<file path="config.mk">
export PLATFORM = sky130hd
export DESIGN_NAME = lfsr_prng_core_flat
export DESIGN_NICKNAME = d
export VERILOG_FILES = /design/src/rtl/lfsr_prng_core_if.sv /design/src/rtl/lfsr_prng_core.sv /design/src/flat_wrapper.sv
export SDC_FILE = /design/constraint.sdc
export NUM_CORES = 1
export LEC_CHECK = 0
export BUFFER_PORTS_ARGS = -buffer_cell sky130_fd_sc_hd__buf_4
export CORE_MARGIN = 2
export CORE_UTILIZATION = 59
export CTS_CLUSTER_SIZE = 40
export DETAILED_ROUTE_END_ITERATION = 8
export PLACE_DENSITY_LB_ADDON = 0.15
export REMOVE_ABC_BUFFERS = 1
export SETUP_SLACK_MARGIN = 0.4
export SYNTH_ARGS = -nofsm -noshare
export SYNTH_HDL_FRONTEND = slang
export SYNTH_SLANG_ARGS = --single-unit
</file>
<file path="constraint.sdc">
create_clock -name CLK -period 2.6 [get_ports CLK]
set_input_delay 0.26 -clock CLK [delete_from_list [all_inputs] [get_ports CLK]]
set_output_delay 0.26 -clock CLK [all_outputs]
set_load 0.02 [all_outputs]
</file>
<file path="src/rtl/lfsr_prng_core_if.sv">
// Sample stream between the PRNG core and its consumer: rnd_valid/rnd_ready
// handshake carrying one OUT_W-bit rnd_data word per transfer.
interface lfsr_prng_core_if #(
  parameter int OUT_W = 8
);
  logic             rnd_valid;
  logic             rnd_ready;
  logic [OUT_W-1:0] rnd_data;

  modport master (output rnd_valid, output rnd_data, input rnd_ready);
  modport slave  (input rnd_valid, input rnd_data, output rnd_ready);
endinterface

</file>
<file path="src/rtl/lfsr_prng_core.sv">
// Two XNOR Fibonacci LFSRs: a slow data LFSR and a fast select LFSR whose bits
// pick between bit pairs of the data LFSR. Define PRNG_SEG7_EN for hex 7-seg outputs.
module lfsr_prng_core #(
  parameter int               OUT_W     = 8,
  parameter logic [2*OUT_W-1:0] DATA_TAPS = 16'hD008,
  parameter logic [OUT_W-1:0] SEL_TAPS  = 8'hB8,
  parameter logic [23:0]      DIV_MAX   = 24'd10_000_000
) (
  input  logic                 CLK,
  input  logic                 rst,
  input  logic                 en,
  input  logic                 seed_load,
  input  logic [2*OUT_W-1:0]   seed,
  lfsr_prng_core_if.master     rnd,
  output logic                 lock_err,
  output logic                 ovf
`ifdef PRNG_SEG7_EN
  ,
  output logic [6:0]           seg_lo,
  output logic [6:0]           seg_hi
`endif
);

  localparam int DW = 2 * OUT_W;
  localparam logic [DW-1:0] ALL_ONES = '1;

  if (OUT_W < 4 || OUT_W > 16) begin : g_bad_out_w
    $error("lfsr_prng_core: OUT_W must be within 4..16");
  end
  if (DIV_MAX == 24'd0) begin : g_bad_div_max
    $error("lfsr_prng_core: DIV_MAX must be at least 1");
  end

  logic [DW-1:0]    data_q;
  logic [DW-1:0]    data_step;
  logic [OUT_W-1:0] sel_q;
  logic [OUT_W-1:0] sel_step;
  logic [OUT_W-1:0] mix;
  logic [OUT_W-1:0] out_q;
  logic [23:0]      div_q;
  logic             valid_q;
  logic             tick;

  assign tick = en && (div_q == DIV_MAX - 24'd1);

  // NOTE: every always_comb output gets a default first so no path leaves it unassigned (no latch).
  always_comb begin
    data_step = {data_q[DW-2:0], ~^(data_q & DATA_TAPS)};
    sel_step  = {sel_q[OUT_W-2:0], ~^(sel_q & SEL_TAPS)};
    mix       = '0;
    for (int j = 0; j < OUT_W; j++) begin
      mix[j] = sel_q[j] ? data_q[2*j+1] : data_q[2*j];
    end
  end

  // NOTE: sequential state uses non-blocking assignments only, so every register samples pre-edge values.
  always_ff @(posedge CLK or negedge rst) begin
    if (!rst) begin
      data_q   <= '0;
      sel_q    <= '0;
      div_q    <= '0;
      out_q    <= '0;
      valid_q  <= 1'b0;
      lock_err <= 1'b0;
      ovf      <= 1'b0;
    end else begin
      lock_err <= 1'b0;
      if (seed_load) begin
        // All-ones is the XNOR lock state; substitute zero so the sequence keeps moving.
        if (seed == ALL_ONES) begin
          data_q   <= '0;
          lock_err <= 1'b1;
        end else begin
          data_q <= seed;
        end
        sel_q   <= seed[DW-1:OUT_W];
        div_q   <= '0;
        valid_q <= 1'b0;
        ovf     <= 1'b0;
      end else begin
        if (en) begin
          sel_q <= sel_step;
          div_q <= tick ? 24'd0 : div_q + 24'd1;
        end
        if (tick) begin
          if (data_q == ALL_ONES) begin
            data_q   <= '0;
            lock_err <= 1'b1;
          end else begin
            data_q <= data_step;
          end
          if (!valid_q || rnd.rnd_ready) begin
            out_q   <= mix;
            valid_q <= 1'b1;
          end else begin
            ovf <= 1'b1;
          end
        end else if (valid_q && rnd.rnd_ready) begin
          valid_q <= 1'b0;
        end
      end
    end
  end

  assign rnd.rnd_valid = valid_q;
  assign rnd.rnd_data  = out_q;

`ifdef PRNG_SEG7_EN
  function automatic logic [6:0] hex7(input logic [3:0] n);
    logic [6:0] s;
    s = 7'b0000000;
    case (n)
      4'h0: s = 7'b0111111;
      4'h1: s = 7'b0000110;
      4'h2: s = 7'b1011011;
      4'h3: s = 7'b1001111;
      4'h4: s = 7'b1100110;
      4'h5: s = 7'b1101101;
      4'h6: s = 7'b1111101;
      4'h7: s = 7'b0000111;
      4'h8: s = 7'b1111111;
      4'h9: s = 7'b1101111;
      4'hA: s = 7'b1110111;
      4'hB: s = 7'b1111100;
      4'hC: s = 7'b0111001;
      4'hD: s = 7'b1011110;
      4'hE: s = 7'b1111001;
      4'hF: s = 7'b1110001;
      default: s = 7'b0000000;
    endcase
    return s;
  endfunction

  assign seg_lo = hex7(out_q[3:0]);
  assign seg_hi = hex7(out_q[7:4]);
`endif

endmodule

</file>
<file path="src/flat_wrapper.sv">
// flat-port wrapper written by rule: the top's interface ports become plain ports
module lfsr_prng_core_flat 
#(
  parameter int               OUT_W     = 8,
  parameter logic [2*OUT_W-1:0] DATA_TAPS = 16'hD008,
  parameter logic [OUT_W-1:0] SEL_TAPS  = 8'hB8,
  parameter logic [23:0]      DIV_MAX   = 24'd10_000_000
)
  (CLK, rst, en, seed_load, seed, lock_err, ovf, rnd_rnd_valid, rnd_rnd_data, rnd_rnd_ready);
  lfsr_prng_core_if #(.OUT_W(OUT_W)) rnd_i ();
  input  logic CLK;
  input  logic rst;
  input  logic en;
  input  logic seed_load;
  input  logic [2*OUT_W-1:0] seed;
  output logic lock_err;
  output logic ovf;
  output wire logic [$bits(rnd_i.rnd_valid)-1:0] rnd_rnd_valid;
  output wire logic [$bits(rnd_i.rnd_data)-1:0] rnd_rnd_data;
  input wire logic [$bits(rnd_i.rnd_ready)-1:0] rnd_rnd_ready;
  assign rnd_rnd_valid = rnd_i.rnd_valid;
  assign rnd_rnd_data = rnd_i.rnd_data;
  assign rnd_i.rnd_ready = rnd_rnd_ready;
  lfsr_prng_core #(.OUT_W(OUT_W), .DATA_TAPS(DATA_TAPS), .SEL_TAPS(SEL_TAPS), .DIV_MAX(DIV_MAX)) u_core (.CLK(CLK), .rst(rst), .en(en), .seed_load(seed_load), .seed(seed), .rnd(rnd_i), .lock_err(lock_err), .ovf(ovf));
endmodule
</file>
; ---- Yosys cells after proc, flatten, opt, wreduce, memory -nomap -nowiden
; Index checks and enable logic that the tools add are counted.
[totals]
regBits = 59
inputBits = 21
output_inout_bits = 11
[op_classes]
n_addsub = 1
n_eq_ne = 5
mux = 28
bitwise = 1
n_reduce_logical = 12
[ops]
columns = operator, count
row1 = 2-to-1 mux 24 bit, 3
row2 = 2-to-1 mux 16 bit, 4
row3 = equality test 16 bit (second input constant), 2
row4 = adder 24 x 1 -> 24 bit (second input constant), 1
row5 = equality test 24 bit (second input constant), 1
row6 = 2-to-1 mux 1 bit, 19
row7 = 2-to-1 mux 8 bit, 2
row8 = XNOR reduction 16 bit, 1
row9 = XNOR reduction 8 bit, 1
row10 = AND reduction 2 bit, 2
row11 = nonzero test 2 bit, 2
row12 = != test 3 bit (second input constant), 1
row13 = AND reduction 3 bit, 1
row14 = nonzero test 3 bit, 1
row15 = logical AND 1 bit, 2
row16 = != test 2 bit (second input constant), 1
row17 = logical NOT 1 bit, 1
row18 = logical OR 1 bit, 1
row19 = inverter 1 bit, 1

; ---- Longest topological paths before layout
[logic_depth]
depth_word = 5
ltp_mapped = 8
mapped_depth_nobuf = 5

; ---- Least setup slack after synthesis
; OpenSTA, ideal clock, no wires.
[synth_timing]
path_type = reg-to-reg
start = reg u_core.div_q[0]
end = reg u_core.div_q[12]
t_arrival_ns = 2.017
required_ns = 2.481
slack_ns = 0.464
stages_incl_launch_ff = 8
path_buffers = 2
period_less_slack_ns = 2.136
path_cell_list = dfrtp_1 > ha_1 > clkbuf_1 > nand3_1 > or4_4 > o21ai_2 > buf_6 > nor2_1
[synth_via]
elab_chain_len = 5
elab_cells_between_ends = 6
cone_classes = add/sub (1) / eq/ne (1) / mux (3) / reduce/logical (1)
[synth_rtl]
columns = item, line_no
row1 = "start, declared", lfsr_prng_core.sv:40  ; logic [23:0] div_q;
row2 = "start signal, assigned", lfsr_prng_core.sv:83  ; div_q <= tick ? 24'd0 : div_q + 24'd1;
row3 = branches (longest 2 deep; another with adder 24 x 1 -> 24 bit), -
row4 = 2-to-1 mux 24 bit *, lfsr_prng_core.sv:83
row5 = 2-to-1 mux 24 bit *, lfsr_prng_core.sv:81  ; if (en) begin
row6 = 2-to-1 mux 24 bit *, lfsr_prng_core.sv:68  ; if (seed_load) begin
; Every way passes the cells marked *. The select of a mux whose other input is x is not followed.
; A chain may end at the register's enable or synchronous reset.

; ---- Worst setup path in the final report
[layout_timing]
start = reg u_core.div_q[17]
end = reg u_core.out_q[5] (netlist: u_core.rnd.rnd_data[5])
[layout_via]
elab_chain_len = 3
[layout_rtl]
columns = item, line_no
row1 = equality test 24 bit, lfsr_prng_core.sv:44  ; assign tick = en && (div_q == DIV_MAX - 24'd1);
row2 = logical AND 1 bit, lfsr_prng_core.sv:44
row3 = AND reduction 3 bit (no line), -
row4 = "end signal, assigned", lfsr_prng_core.sv:93  ; out_q <= mix;
row5 = "end, declared", lfsr_prng_core.sv:39  ; logic [OUT_W-1:0] out_q;
; Every way passes these cells.

==> PnR_summary.wiki <==
{| class="wikitable"
! Metric !! Value
|-
| Run status || complete, but fails checks
|-
| Violated checks || negative hold slack
|-
| Final instance area || 0.00374 mm²
|-
| Worst hold path class || in2async
|-
| Netlist Area Pre-Place || 0.00326 mm²
|-
| Total overflow reported by the global router || 0
|-
| Number of buffers added by the clock tree synthesis step || 9
|-
| Post-layout minimum cycle time || 2.10 ns
|-
| Routed via count divided by cell count || 6.32
|-
| Crit Path Category || reg2reg
|-
| Proportion of synthesized chip area in sequential cells || 45.3%
|-
| Post-synthesis instance total || 345
|-
| Sinks on the clock net || 59
|-
| Maximum number of pins on one net before global-route repair || 60
|-
| Total of endpoints with negative setup slack in the final report || 0
|-
| Data required time at the worst endpoint || 2.81 ns
|-
| Resized Gates After CTS || 0
|-
| Number of distinct library cell variants in the gate-level netlist after synthesis || 50
|-
| Final period utilization || 80.6%
|-
| Share of the core filled with cells || 69.1%
|-
| Die height || 78.3 µm
|-
| X dimension of the die || 78.3 µm
|-
| Power per Cell Area || 515 mW/mm²
|-
| Avg WL per Cell || 17.6 µm
|-
| Primary FF master, synth || sky130_fd_sc_hd__dfrtp_1
|-
| Core Region || 0.00541 mm²
|-
| Top area cells in the synthesized netlist || sky130_fd_sc_hd__dfrtp_1, sky130_fd_sc_hd__nand4_1, sky130_fd_sc_hd__nand2_1, sky130_fd_sc_hd__o311ai_0, sky130_fd_sc_hd__xnor2_1
|-
| Layout overhead on the synthesized area || 14.6%
|-
| Antenna viol nets, final || 0
|-
| Number of placement rows || 27
|-
| FF+latch area || 0.00148 mm²
|-
| DRC violation count after routing || 0
|-
| Placement Cell Area || 0.00356 mm²
|-
| Yosys top cell by area || sky130_fd_sc_hd__dfrtp_1
|-
| Max-slew headroom at the worst pin || 49.8%
|-
| FF+latch count, synth || 59
|-
| Yosys warning count || 0
|-
| Clock tree from TritonCTS || done
|-
| Placer congestion estimate || 0.942
|-
| Filler Cell Count || 450
|-
| Endpoint arrival time on the critical path || 2.31 ns
|-
| Maximum VDD drop || 0.475 mV
|-
| Synth top cells by count || sky130_fd_sc_hd__dfrtp_1, sky130_fd_sc_hd__nand2_1, sky130_fd_sc_hd__nand4_1
|-
| Hold Worst Slack || -0.0222 ns
|-
| Number of top-level design ports || 32
|-
| First-pass GRT wire length || 13.4 mm
|-
| Final wirelength || 7.95 mm
|-
| Clock network latency to the later pin of the worst-skew pair || 0.33 ns
|-
| Depth of the CTS H-tree || 3
|-
| Max Clock Skew || 0.00775 ns
|-
| Initial antenna violation count || 0
|-
| Cts hold-fix bufs || 0
|-
| HPWL Detailed || 5.42 mm
|-
| Slew Limit Fails || 0
|-
| Fraction of layout cells with a size suffix above 1 || 19.5%
|-
| Most frequent cell after synthesis || sky130_fd_sc_hd__dfrtp_1
|-
| Kind of start point of the critical path || flip-flop
|-
| Critical path fanouts, max || 9
|-
| Cell at the root of the clock tree || sky130_fd_sc_hd__clkbuf_8
|-
| Design Power || 1.92 mW
|-
| Cell depth of the worst flop-to-flop path || 4
|-
| Clock slew seen by the registers of the worst setup and hold paths || 0.06 ns
|-
| Peak Freq || 477 MHz
|-
| Area share of the largest cell type after synthesis || 45.3%
|-
| Footprint of the multi-input gates || 0.00163 mm²
|-
| Initial Util || 60.3%
|-
| Number of global-route vias before repair || 2733
|-
| Slew of the pin with the lowest slew margin || 0.753 ns
|-
| Count of buffers inserted at the top-level ports || 31
|-
| Number of synthesized flops with an enable pin || 0
|-
| Number of setup buffers added after CTS || 0
|-
| Leakage power of the design || 1.56 nW
|-
| Type of element capturing the critical path || flip-flop
|-
| Number of DRC violations after detailed-routing iteration 0 || 206
|-
| Register-to-register path setup slack || 0.50 ns
|-
| Endpoint of the most critical register-to-register path || u_core.rnd.rnd_data[5]
|-
| Reg2reg start || u_core.div_q[17]
|-
| Overall routing resource usage || 28.4%
|-
| Asr flop ratio synth || 100%
|-
| Max-cap violations || 0
|-
| Buffers from clock root to sink, at most || 2
|-
| Post-layout net count || 399
|-
| Setup TNS || 0 ns
|-
| Final hold vios || 16
|-
| Unrepaired setup endpoints after global routing || true
|-
| Area of the die || 0.00614 mm²
|-
| Average cell area after synthesis || 9.45 µm²
|-
| Number of optimization iterations in the first detailed-route pass || 5
|-
| Antenna Cells || 0
|-
| Total number of vias || 2852
|}
[registers in the layout, summed over array words and instances, names as in the netlist]
name	flops
u_core.div_q	24
u_core.data_q	16
u_core.rnd.rnd_data	8
u_core.sel_q	8
u_core.lock_err	1
u_core.ovf	1
u_core.rnd.rnd_valid	1
[metal layers]
metal / track usage [%] / up-vias / part of all wire, %
li1: - / 1347 / -
met1: 38.0 / 1396 / 43
met5: 0 / - / 0
met3: 5.75 / 16 / 5.1
met4: 10.7 / 0 / 1.9
met2: 46.1 / 93 / 50
[area by class of cell]
class                      instances  area share (%)
timing repair buffer              40            8.04
multi-input combinational        246            43.6
tap                               72            2.41
sequential                        59            39.5
clock inverter                     3           0.402
inverter                          20            2.01
clock buffer                      11            4.05
[power by group]
part           switching (mW)  internal, mW  total, mW
registers              0.0467         0.957       1.00
logic                   0.108        0.0822      0.190
clock network           0.346         0.382      0.728
[worst max-delay path by stage]
stage                           startpoint                endpoint  cells after the start
final                     u_core.div_q[17]  u_core.rnd.rnd_data[5]                      4
after global routing      u_core.div_q[17]  u_core.rnd.rnd_data[5]                      4
after CTS                  u_core.div_q[0]  u_core.rnd.rnd_data[6]                      5
after detailed placement   u_core.div_q[0]  u_core.rnd.rnd_data[5]                      5
after global placement     u_core.div_q[0]  u_core.rnd.rnd_data[6]                      5
after floorplan            u_core.div_q[2]       u_core.data_q[10]                      4
[through the flow]
| stage | std cells | hold WS (ns) | worst slack [ns] |
|---|---|---|---|
| 2_1_floorplan | 325 | -0.0356 | 0.248 |
| 6_report | 451 | -0.0222 | 0.503 |
| 3_5_place_dp | 437 | 0.379 | 0.471 |
| 5_1_grt | 451 | 0.0549 | 0.385 |
| 3_3_place_gp | 437 | 0.374 | 0.532 |
| 4_1_cts | 451 | 0.0190 | 0.460 |
[kinds of logic after synthesis]
logic type	Yosys count	share of synthesized area [%]
AND/OR/NAND/NOR	146	24.9
AO/OA/AOI/OAI	63	13.6
buffers and inverters	40	5.10
flip-flops	59	45.3
adder cells (fa/ha/maj)	2	0.767
multiplexers	17	5.56
XOR/XNOR	18	4.83
[worst max-delay path, stage by stage (launching register included)]
cell                      delay (ns)
sky130_fd_sc_hd__dfrtp_1        0.45
sky130_fd_sc_hd__nor4b_1        0.33
sky130_fd_sc_hd__and4_1         0.48
sky130_fd_sc_hd__nand3_2        0.35
sky130_fd_sc_hd__mux2_2         0.37
[layout by cell type, fill, tap and decap left out, types with 3 or more instances in the layout]
cell type / netlist / routed
sky130_fd_sc_hd__dfrtp_1: 59 / 59
sky130_fd_sc_hd__nand2_1: 40 / 40
sky130_fd_sc_hd__buf_4: 1 / 40
sky130_fd_sc_hd__nand4_1: 30 / 30
sky130_fd_sc_hd__nor2_1: 19 / 19
sky130_fd_sc_hd__inv_1: 19 / 19
sky130_fd_sc_hd__o21ai_0: 19 / 19
sky130_fd_sc_hd__o311ai_0: 15 / 15
sky130_fd_sc_hd__nand3_1: 12 / 12
sky130_fd_sc_hd__xnor2_1: 12 / 12
sky130_fd_sc_hd__clkbuf_8: 0 / 11
sky130_fd_sc_hd__a21oi_1: 10 / 10
sky130_fd_sc_hd__mux2_2: 9 / 9
sky130_fd_sc_hd__mux2i_1: 8 / 8
sky130_fd_sc_hd__nor4_1: 6 / 6
sky130_fd_sc_hd__xor2_1: 6 / 6
sky130_fd_sc_hd__or4_1: 5 / 5
sky130_fd_sc_hd__or3_1: 5 / 5
sky130_fd_sc_hd__and4_1: 4 / 4
sky130_fd_sc_hd__o41a_1: 4 / 4
sky130_fd_sc_hd__o31ai_1: 4 / 4
sky130_fd_sc_hd__nor3_1: 4 / 4
sky130_fd_sc_hd__nor4b_1: 3 / 3
sky130_fd_sc_hd__clkinv_2: 0 / 3
(Power assumes the default switching activity.)
